## config.mk

```make
export PLATFORM = sky130hd
export DESIGN_NAME = data_mem_access
export DESIGN_NICKNAME = d
export VERILOG_FILES = /design/src/rtl/data_mem_access_pkg.sv /design/src/rtl/data_mem_access_store_lane_gen.sv /design/src/rtl/data_mem_access.sv
export SDC_FILE = /design/constraint.sdc
export NUM_CORES = 1
export LEC_CHECK = 0
export CORE_ASPECT_RATIO = 0.7
export CORE_MARGIN = 3
export CORE_UTILIZATION = 40
export CTS_CLUSTER_DIAMETER = 150
export DETAILED_ROUTE_END_ITERATION = 8
export HOLD_SLACK_MARGIN = 0.15
export PLACE_DENSITY = 0.76
export SLEW_MARGIN = 25
export SYNTH_ARGS = -nofsm -noshare
export SYNTH_HDL_FRONTEND = slang
export SYNTH_SLANG_ARGS = --single-unit
export TNS_END_PERCENT = 20
```

## constraint.sdc

```tcl
create_clock -name clk -period 4.85 [get_ports clk]
set_input_delay 0.97 -clock clk [delete_from_list [all_inputs] [get_ports clk]]
set_output_delay 0.97 -clock clk [all_outputs]
set_load 0.01 [all_outputs]
```

## src/rtl/data_mem_access_pkg.sv

```systemverilog
// Shared definitions for the MIPS data-memory access stage: access-type codes,
// FSM states, default bus timeout and the alignment helpers used on request entry.
package data_mem_access_pkg;

    // Same codes as the load-extraction stage; 5..7 behave as word accesses.
    typedef enum logic [2:0] {
        ACC_WORD   = 3'd0,
        ACC_HALF   = 3'd1,
        ACC_HALF_U = 3'd2,
        ACC_BYTE   = 3'd3,
        ACC_BYTE_U = 3'd4
    } access_type_e;

    typedef enum logic [1:0] {
        SZ_WORD,
        SZ_HALF,
        SZ_BYTE
    } access_size_e;

    typedef enum logic [0:0] {
        ST_IDLE   = 1'b0,
        ST_ACCESS = 1'b1
    } state_e;

    localparam int unsigned DEFAULT_TIMEOUT_CYCLES = 255;

    // Signedness only matters to the load extractor, so collapse to a size.
    function automatic access_size_e access_size(input logic [2:0] req_type);
        case (req_type)
            ACC_HALF, ACC_HALF_U: return SZ_HALF;
            ACC_BYTE, ACC_BYTE_U: return SZ_BYTE;
            default:              return SZ_WORD;
        endcase
    endfunction

    function automatic logic is_aligned(input access_size_e size, input logic [1:0] offset);
        case (size)
            SZ_WORD: return offset == 2'b00;
            SZ_HALF: return !offset[0];
            default: return 1'b1;
        endcase
    endfunction

endpackage

```

## src/rtl/data_mem_access_store_lane_gen.sv

```systemverilog
// Combinational byte-lane generator: turns access type, offset and right-aligned
// store data into bus byte enables and lane-replicated write data.
module data_mem_access_store_lane_gen
    import data_mem_access_pkg::*;
(
    input  logic        we,
    input  logic [2:0]  req_type,
    input  logic [1:0]  offset,
    input  logic [31:0] wdata,
    output logic [3:0]  be,
    output logic [31:0] lane_wdata
);

    // Loads read the full word; the extractor picks the bytes it needs later.
    always_comb begin
        be         = 4'b1111;
        lane_wdata = '0;
        if (we) begin
            case (access_size(req_type))
                SZ_HALF: begin
                    be         = offset[1] ? 4'b1100 : 4'b0011;
                    lane_wdata = {2{wdata[15:0]}};
                end
                SZ_BYTE: begin
                    be         = 4'b0001 << offset;
                    lane_wdata = {4{wdata[7:0]}};
                end
                default: begin
                    be         = 4'b1111;
                    lane_wdata = wdata;
                end
            endcase
        end
    end

endmodule

```

## src/rtl/data_mem_access.sv

```systemverilog
// Memory-access stage of the multi-cycle MIPS datapath: issues one word-aligned
// bus cycle per request, latches load data and flags misalignment or timeout.
module data_mem_access
    import data_mem_access_pkg::*;
#(
    parameter int unsigned TIMEOUT_CYCLES = DEFAULT_TIMEOUT_CYCLES
) (
    input  logic        clk,
    input  logic        rst,
    input  logic        req_valid,
    output logic        req_ready,
    input  logic        req_we,
    input  logic [2:0]  req_type,
    input  logic [31:0] req_addr,
    input  logic [31:0] req_wdata,
    output logic        mem_en,
    output logic        mem_we,
    output logic [3:0]  mem_be,
    output logic [31:0] mem_addr,
    output logic [31:0] mem_wdata,
    input  logic        mem_ack,
    input  logic [31:0] mem_rdata,
    output logic [31:0] mdr_o,
    output logic [1:0]  offset_o,
    output logic [2:0]  load_type_o,
    output logic        done,
    output logic        misalign,
    output logic        bus_err
);

    // Counter value seen in the final ACCESS cycle before giving up.
    localparam logic [7:0] LAST_WAIT = 8'(TIMEOUT_CYCLES - 1);

    state_e      state;
    logic [7:0]  wait_cnt;
    logic        req_aligned;
    logic [3:0]  lane_be;
    logic [31:0] lane_wdata;

    assign req_aligned = is_aligned(access_size(req_type), req_addr[1:0]);

    data_mem_access_store_lane_gen u_lanes (
        .we         (req_we),
        .req_type   (req_type),
        .offset     (req_addr[1:0]),
        .wdata      (req_wdata),
        .be         (lane_be),
        .lane_wdata (lane_wdata)
    );

    // An ack in the limit cycle is checked first, so it beats the timeout.
    always_ff @(posedge clk or posedge rst) begin
        if (rst) begin
            state       <= ST_IDLE;
            req_ready   <= 1'b1;
            mem_en      <= 1'b0;
            mem_we      <= 1'b0;
            mem_be      <= '0;
            mem_addr    <= '0;
            mem_wdata   <= '0;
            mdr_o       <= '0;
            offset_o    <= '0;
            load_type_o <= '0;
            done        <= 1'b0;
            misalign    <= 1'b0;
            bus_err     <= 1'b0;
            wait_cnt    <= '0;
        end else begin
            done     <= 1'b0;
            misalign <= 1'b0;
            bus_err  <= 1'b0;
            case (state)
                ST_IDLE: begin
                    if (req_valid) begin
                        if (req_aligned) begin
                            state       <= ST_ACCESS;
                            req_ready   <= 1'b0;
                            mem_en      <= 1'b1;
                            mem_we      <= req_we;
                            mem_be      <= lane_be;
                            mem_addr    <= {req_addr[31:2], 2'b00};
                            mem_wdata   <= lane_wdata;
                            offset_o    <= req_addr[1:0];
                            load_type_o <= req_type;
                            wait_cnt    <= '0;
                        end else begin
                            misalign <= 1'b1;
                        end
                    end
                end
                ST_ACCESS: begin
                    if (mem_ack) begin
                        if (!mem_we) begin
                            mdr_o <= mem_rdata;
                        end
                        done      <= 1'b1;
                        mem_en    <= 1'b0;
                        req_ready <= 1'b1;
                        state     <= ST_IDLE;
                    end else if (wait_cnt == LAST_WAIT) begin
                        bus_err   <= 1'b1;
                        mem_en    <= 1'b0;
                        req_ready <= 1'b1;
                        state     <= ST_IDLE;
                    end else begin
                        wait_cnt <= wait_cnt + 8'd1;
                    end
                end
                default: begin
                    state     <= ST_IDLE;
                    mem_en    <= 1'b0;
                    req_ready <= 1'b1;
                end
            endcase
        end
    end

endmodule

```

==> impl_results.md, run 1 <==
- First-pass GRT wire length: 23,620 microns
- Hold Buf Count CTS: 0
- Chip height: 100.9 microns
- Clk Latency, worst-skew pair: ~0.4 ns
- Total clock sinks: 118
- N_diodes: 0
- Die Wd: 141.6 microns
- Least-Margin Pin Slew: ~0.95 ns
- Worst path bufs/invs: 3
- DR vias/cell: ~5.2
- Vias in the first global route: 4,422
- Min Tclk post-route: 3.448 ns
- Required @ worst endpoint: 5.13 ns
- IO Count: 215
- Layout cells sized above 1: a little under a fifth
- Final hold slack: roughly 0.50 ns
- Tot Pwr: 4.246 mW
- Ys async rst share: 100.0%
- Seq cells post-synth: 118
- Fin Clk Skew: 0.007210 ns
- Placed cell areas: about 7400 sq um
- Fin cells: 807
- Number of post-CTS setup repair buffers: 0
- Clk slew on worst S/H paths: 0.05 ns
- Post-DRT Antenna Nets: 0
- Crit-path cells: clkdlybuf4s50_1 > xor2_1 > nand2b_1 > inv_1 > ha_1 > nor2b_1 > o22a_1 > nor2_4 > buf_4 > mux2_2
- CTS HTree Levels: 4
- Total GRT Usage: about a fifth
- Worst path max stage delay: 0.80 ns
- Commonest non-fill, non-tap cell in the layout: clkdlybuf4s50_1
- Deepest clock path buffer count: 2
- Row count: 34
- Die area: 14,300 sq um
- Sequential fraction of the synthesis area: 57.35%
- Inst Count DP: 776
- CP arrival: 3.73 ns
- Final core occ: 64.12%
- Fillers: 979
- Cell Area, Synth: 5151 sq um
- Mean Syn Cell Area: 12.12 sq um
- Outcome: completed
- Total gr overflow: 0
- Final period util: roughly 71%
- Initial antenna violation count: 0
- RSZ-0062 raised after global routing: no
- Num CTS Buffers: 17
- DRC errors left: 0
- DP HPWL: 10,890 microns
- Final setup TNS: 0 ns
- Synth cell types: 47
- Setup violators final: 0
- Setup WS post-layout: 1.402 ns
- Core box area: 12,510 sq um
- Pre-CTS setup slack: 0.9612 ns
- Max Cap Viol: 0
- Starting Density: 41.19%
- Slowest CP cell: o22a_1
- Post_cts resized: 0
- Initial DRC count: 231
- Most frequent cells in the layout: clkdlybuf4s50_1, dfrtp_1, mux2_2
- Final Cell Area: between 8000 and 9000 sq um
- Fmax: 290.0 MHz
- Max Slew Vio Count: 0
- Slew HR: 36.50%
- Setup crit end kind: flop
- Root Buffer: clkbuf_16
- Number of synthesized flops with an enable pin: 0
- Routed via count: 4,228
- CTS tree: yes
- Largest net degree at the start of global routing: 64
- Startpoint types: input port
- Top_reg_cell synth: dfrtp_1
- Area grow syn2layout: 55.67%
- IO buf count: 212
- WL/cell: 18.48 microns
- Peak supply drop: 0.0003049 V
- TritonRoute pass-1 iters: 5
- Synthesis Warnings: 0
- Leak Pwr: between 3 and 4 nW
- CP Class: in -> reg
- Hold Vio Cnt, Final: 0
- GPL Wtd Cong: 0.9138
- Worst-path fanout max: 29
- PwrDens: approximately 530 nW/um^2
- Post-Syn Instances: 425
- Hold Path Class: reg -> reg
- Crit-path leading delay family: buffers and inverters
- Nets: 742
- DRT Wirelength: 14,920 microns
[cell type report]
cell class / instances / area, sq um / area share [%]
Clock buffer: 18 / 439.2 / 5.477
Clock inverter: 13 / 180.2 / 2.247
Inverter: 9 / 36.28 / 0.4525
Multi-Input combinational cell: 267 / 2012 / 25.09
Sequential cell: 118 / 2954 / 36.84
Tap cell: 162 / 202.7 / 2.528
Timing Repair Buffer: 220 / 2195 / 27.37
[report_power, final]
group	leakage [nW]	internal (mW)	switching (mW)	total, mW
registers	1.45	1.31	0.191	1.50
clock network	0.298	0.868	0.446	1.31
logic	1.55	0.870	0.557	1.43
[state kept, by name (all words and copies together) (netlist names), 2 cells and up]
register     cells
mdr_o           32
wait_cnt         8
mem_be           4
mem_wdata       32
load_type_o      3
offset_o         2
mem_addr        30
[Yosys cell counts, types with 2 or more instances]
cell,instances,share of area (%)
a22oi_1,16,2.3
xor2_1,3,0.51
o21ai_0,49,4.8
buf_2,10,0.97
buf_4,2,0.29
mux2_2,76,17
or4_1,2,0.29
clkbuf_1,15,1.1
o21ai_1,3,0.29
nand3_1,13,1.3
and2_1,4,0.49
nand2b_1,13,1.6
o22ai_1,2,0.24
o31ai_1,10,1.5
buf_6,3,0.66
ha_1,5,1.2
nor2_1,6,0.44
inv_1,8,0.58
o211ai_1,9,1.3
dfrtp_1,117,57
nand2_1,20,1.5
buf_1,2,0.15
a21oi_1,13,1.3
[kinds of logic after synthesis]
kind of cell,Yosys count,share of synthesized area (%)
flip-flops,118,57.35
AO/OA/AOI/OAI,110,12.95
multiplexers,78,17.03
AND/OR/NAND/NOR,69,7.068
buffers and inverters,41,3.813
adder cells (fa/ha/maj),5,1.214
XOR/XNOR,3,0.5102
other,1,0.07280
[layer usage]
| layer | track usage, % | vias to the layer above | routed length, microns |
|---|---|---|---|
| met3 | 7.492 | 11 | 1244 |
| met1 | 27.95 | 2097 | 6350 |
| li1 | - | 1941 | - |
| met2 | 32.99 | 179 | 7211 |
| met4 | 5.236 | 0 | 110 |
| met5 | 0 | - | 0 |
[worst register-to-register path, delay by kind of cell (launching register included)]
family / cells / cell delay, ns
multiplexers: 1 / 0.40
buffers and inverters: 1 / 0.29
flip-flops: 1 / 0.47
AND/OR/NAND/NOR: 2 / 0.70
[worst paths after layout]
| path | from | to | slack (ns) | cells past startpoint |
|---|---|---|---|---|
| worst min register to register | mdr_o[6] | mdr_o[6] | 0.50 | 1 |
| worst max register to register | state | load_type_o[2] | 2.87 | 4 |
| min in group asynchronous | rst | mem_addr[18] | 1.08 | 2 |
| max in group asynchronous | rst | req_ready | 2.96 | 3 |
| worst min-delay path | mdr_o[6] | mdr_o[6] | 0.50 | 1 |
| worst max-delay path | req_type[0] | mem_addr[29] | 1.40 | 10 |
Note: power is estimated with default switching activity, not from simulation.
==> run 2, diff against run 1 <==
--- a/config.mk
+++ b/config.mk
@@ -7,11 +7,11 @@
 export LEC_CHECK = 0
 export CORE_ASPECT_RATIO = 0.7
 export CORE_MARGIN = 3
-export CORE_UTILIZATION = 40
+export CORE_UTILIZATION = 39
 export CTS_CLUSTER_DIAMETER = 150
 export DETAILED_ROUTE_END_ITERATION = 8
 export HOLD_SLACK_MARGIN = 0.15
-export PLACE_DENSITY = 0.76
+export PLACE_DENSITY = 0.77
 export SLEW_MARGIN = 25
 export SYNTH_ARGS = -nofsm -noshare
 export SYNTH_HDL_FRONTEND = slang
==> constraint.sdc (replaced) <==
create_clock -name clk -period 3 [get_ports clk]
set_input_delay 0.6 -clock clk [delete_from_list [all_inputs] [get_ports clk]]
set_output_delay 0.6 -clock clk [all_outputs]
set_load 0.01 [all_outputs]
==> impl_results.md, run 2 (synthesized netlist as in run 1, its figures left out) <==
- Hold Vio Cnt, Final: 0
- Startpoint types: input port
- Clk Latency, worst-skew pair: ~0.40 ns
- Fillers: 998
- CP arrival: 2.78 ns
- Biggest regs: mdr_o: 32 flops, mem_wdata: 32 flops, mem_addr: 30 flops
- Die area: 14,650 sq um
- Most frequent cells in the layout: clkdlybuf4s50_1, dfrtp_1, mux2_2
- Deepest clock path buffer count: 2
- CP Class: in -> reg
- DP HPWL: roughly 11,000 microns
- Setup crit end kind: flop
- Die Wd: 143.4 microns
- Total GRT Usage: 20.58%
- IO buf count: 212
- DRT Wirelength: approximately 15,000 microns
- Root Buffer: clkbuf_16
- Max Slew Vio Count: 0
- Min Tclk post-route: 2.498 ns
- TritonRoute pass-1 iters: 5
- Top sig layer: met4
- Vias in the first global route: 4,460
- WHS Path Cells: 1
- DR vias/cell: 5.189
- Hold Path Class: reg -> reg
- Crit-path cells: clkdlybuf4s50_1 > xor2_1 > nand2b_1 > inv_1 > ha_1 > nor2b_1 > o22a_1 > nor2_4 > buf_12 > mux2_2
- CTS tree: yes
- N_diodes: 0
- WL/cell: 18.10 microns
- Slowest CP cell: clkdlybuf4s50_1
- Final period util: 83.27%
- Nets: 750
- Placed cell areas: 7483 sq um
- Required @ worst endpoint: 3.28 ns
- Total gr overflow: 0
- Max Cap Viol: 0
- Chip height: about 100 microns
- Commonest non-fill, non-tap cell in the layout: clkdlybuf4s50_1
- Met2 WL: 6848 microns
- Worst-path fanout max: 31
- M1 WL: ~6000 microns
- Core box area: 12,680 sq um
- Post_cts resized: 0
- Number of post-CTS setup repair buffers: 0
- Area grow syn2layout: 55.62%
- Num CTS Buffers: 17
- Fin Clk Skew: roughly 0.0083 ns
- RSZ-0062 raised after global routing: no
- IO Count: 215
- Initial DRC count: about 290
- Hold Buf Count CTS: 0
- Final setup TNS: 0 ns
- Worst Reg2Reg Path Length in Cells: 6
- Least-Margin Pin Slew: 0.7750 ns
- Final Cell Area: 8016 sq um
- Setup WS post-layout: 0.5019 ns
- Total clock sinks: about 120
- GPL Wtd Cong: 0.8468
- Routed via count: 4,229
- Fmax: 400.3 MHz
- PwrDens: about 800 nW/um^2
- Worst path max stage delay: 0.54 ns
- Largest net degree at the start of global routing: between 60 and 70
- Slew HR: 48.34%
- First-pass GRT wire length: 23,500 microns
- CTS HTree Levels: 4
- Leak Pwr: 3.300 nW
- Outcome: completed
- DRC errors left: 0
- Initial antenna violation count: 0
- Routed wl met3: 1545 microns
- Setup violators final: 0
- Row count: 34
- Pre-CTS setup slack: between 0.09 and 0.1 ns
- Peak supply drop: 0.0004038 V
- Starting Density: 40.63%
- Layout cells sized above 1: 19.30%
- Post-DRT Antenna Nets: 0
- Clk slew on worst S/H paths: 0.05 ns
## run 2: cell count changes in the layout (fill, tap and decap cells not counted), moves of 2 or more
cell       previous run  this run
buf_4                 7        13
bufinv_16             4         1
buf_12                1         3
clkinv_2              4         6
clkbuf_1              0         3
## run 2: routing by layer
| metal | GRT usage [%] | vias up |
|---|---|---|
| li1 | - | 1955 |
| met1 | 27.13 | 2067 |
| met5 | 0 | - |
| met2 | 31.02 | 193 |
| met4 | 5.355 | 0 |
| met3 | 9.542 | 14 |
## run 2: metrics by stage
step                      power, mW  cells  utilization, %  hold slack [ns]
after global placement        4.732    784           59.03           0.4794
after CTS                     6.677    815           63.24           0.5035
after detailed placement      4.801    784           59.03           0.4920
final                         6.589    815           63.24           0.5021
after floorplan               3.359    426               -           0.5098
after global routing          6.966    815           63.24           0.5080
## run 2: final timing paths
kind | slack (ns) | endpoint | from
worst max-delay path | 0.50 | mem_addr[3] | req_type[1]
worst min-delay path | 0.50 | mem_addr[31] | mem_addr[31]
worst max register to register | 1.29 | wait_cnt[5] | wait_cnt[0]
worst min register to register | 0.50 | mem_addr[31] | mem_addr[31]
max in group asynchronous | 1.65 | wait_cnt[0] | rst
min in group asynchronous | 0.82 | mem_addr[6] | rst
## run 2: critical path: cells and delay by family
kind / cells / cell delay [ns]
compound gates: 1 / 0.23
xor+xnor: 1 / 0.18
fa+ha+maj: 1 / 0.19
buf+inv: 3 / 0.83
mux: 1 / 0.36
simple gates: 3 / 0.36
## run 2: power by group
group	internal, mW	switching (mW)
Sequential	2.12	0.300
Combinational	1.43	0.907
Clock	1.14	0.684
## run 2: cell type report
type | instances | area (sq um) | area share [%]
Timing Repair Buffer | 228 | 2280 | 28.44
Clock buffer | 21 | 450.4 | 5.619
Multi-Input combinational cell | 267 | 2009 | 25.07
Inverter | 9 | 37.54 | 0.4682
Clock inverter | 10 | 82.58 | 1.030
Sequential cell | 118 | 2954 | 36.85
Tap cell | 162 | 202.7 | 2.528
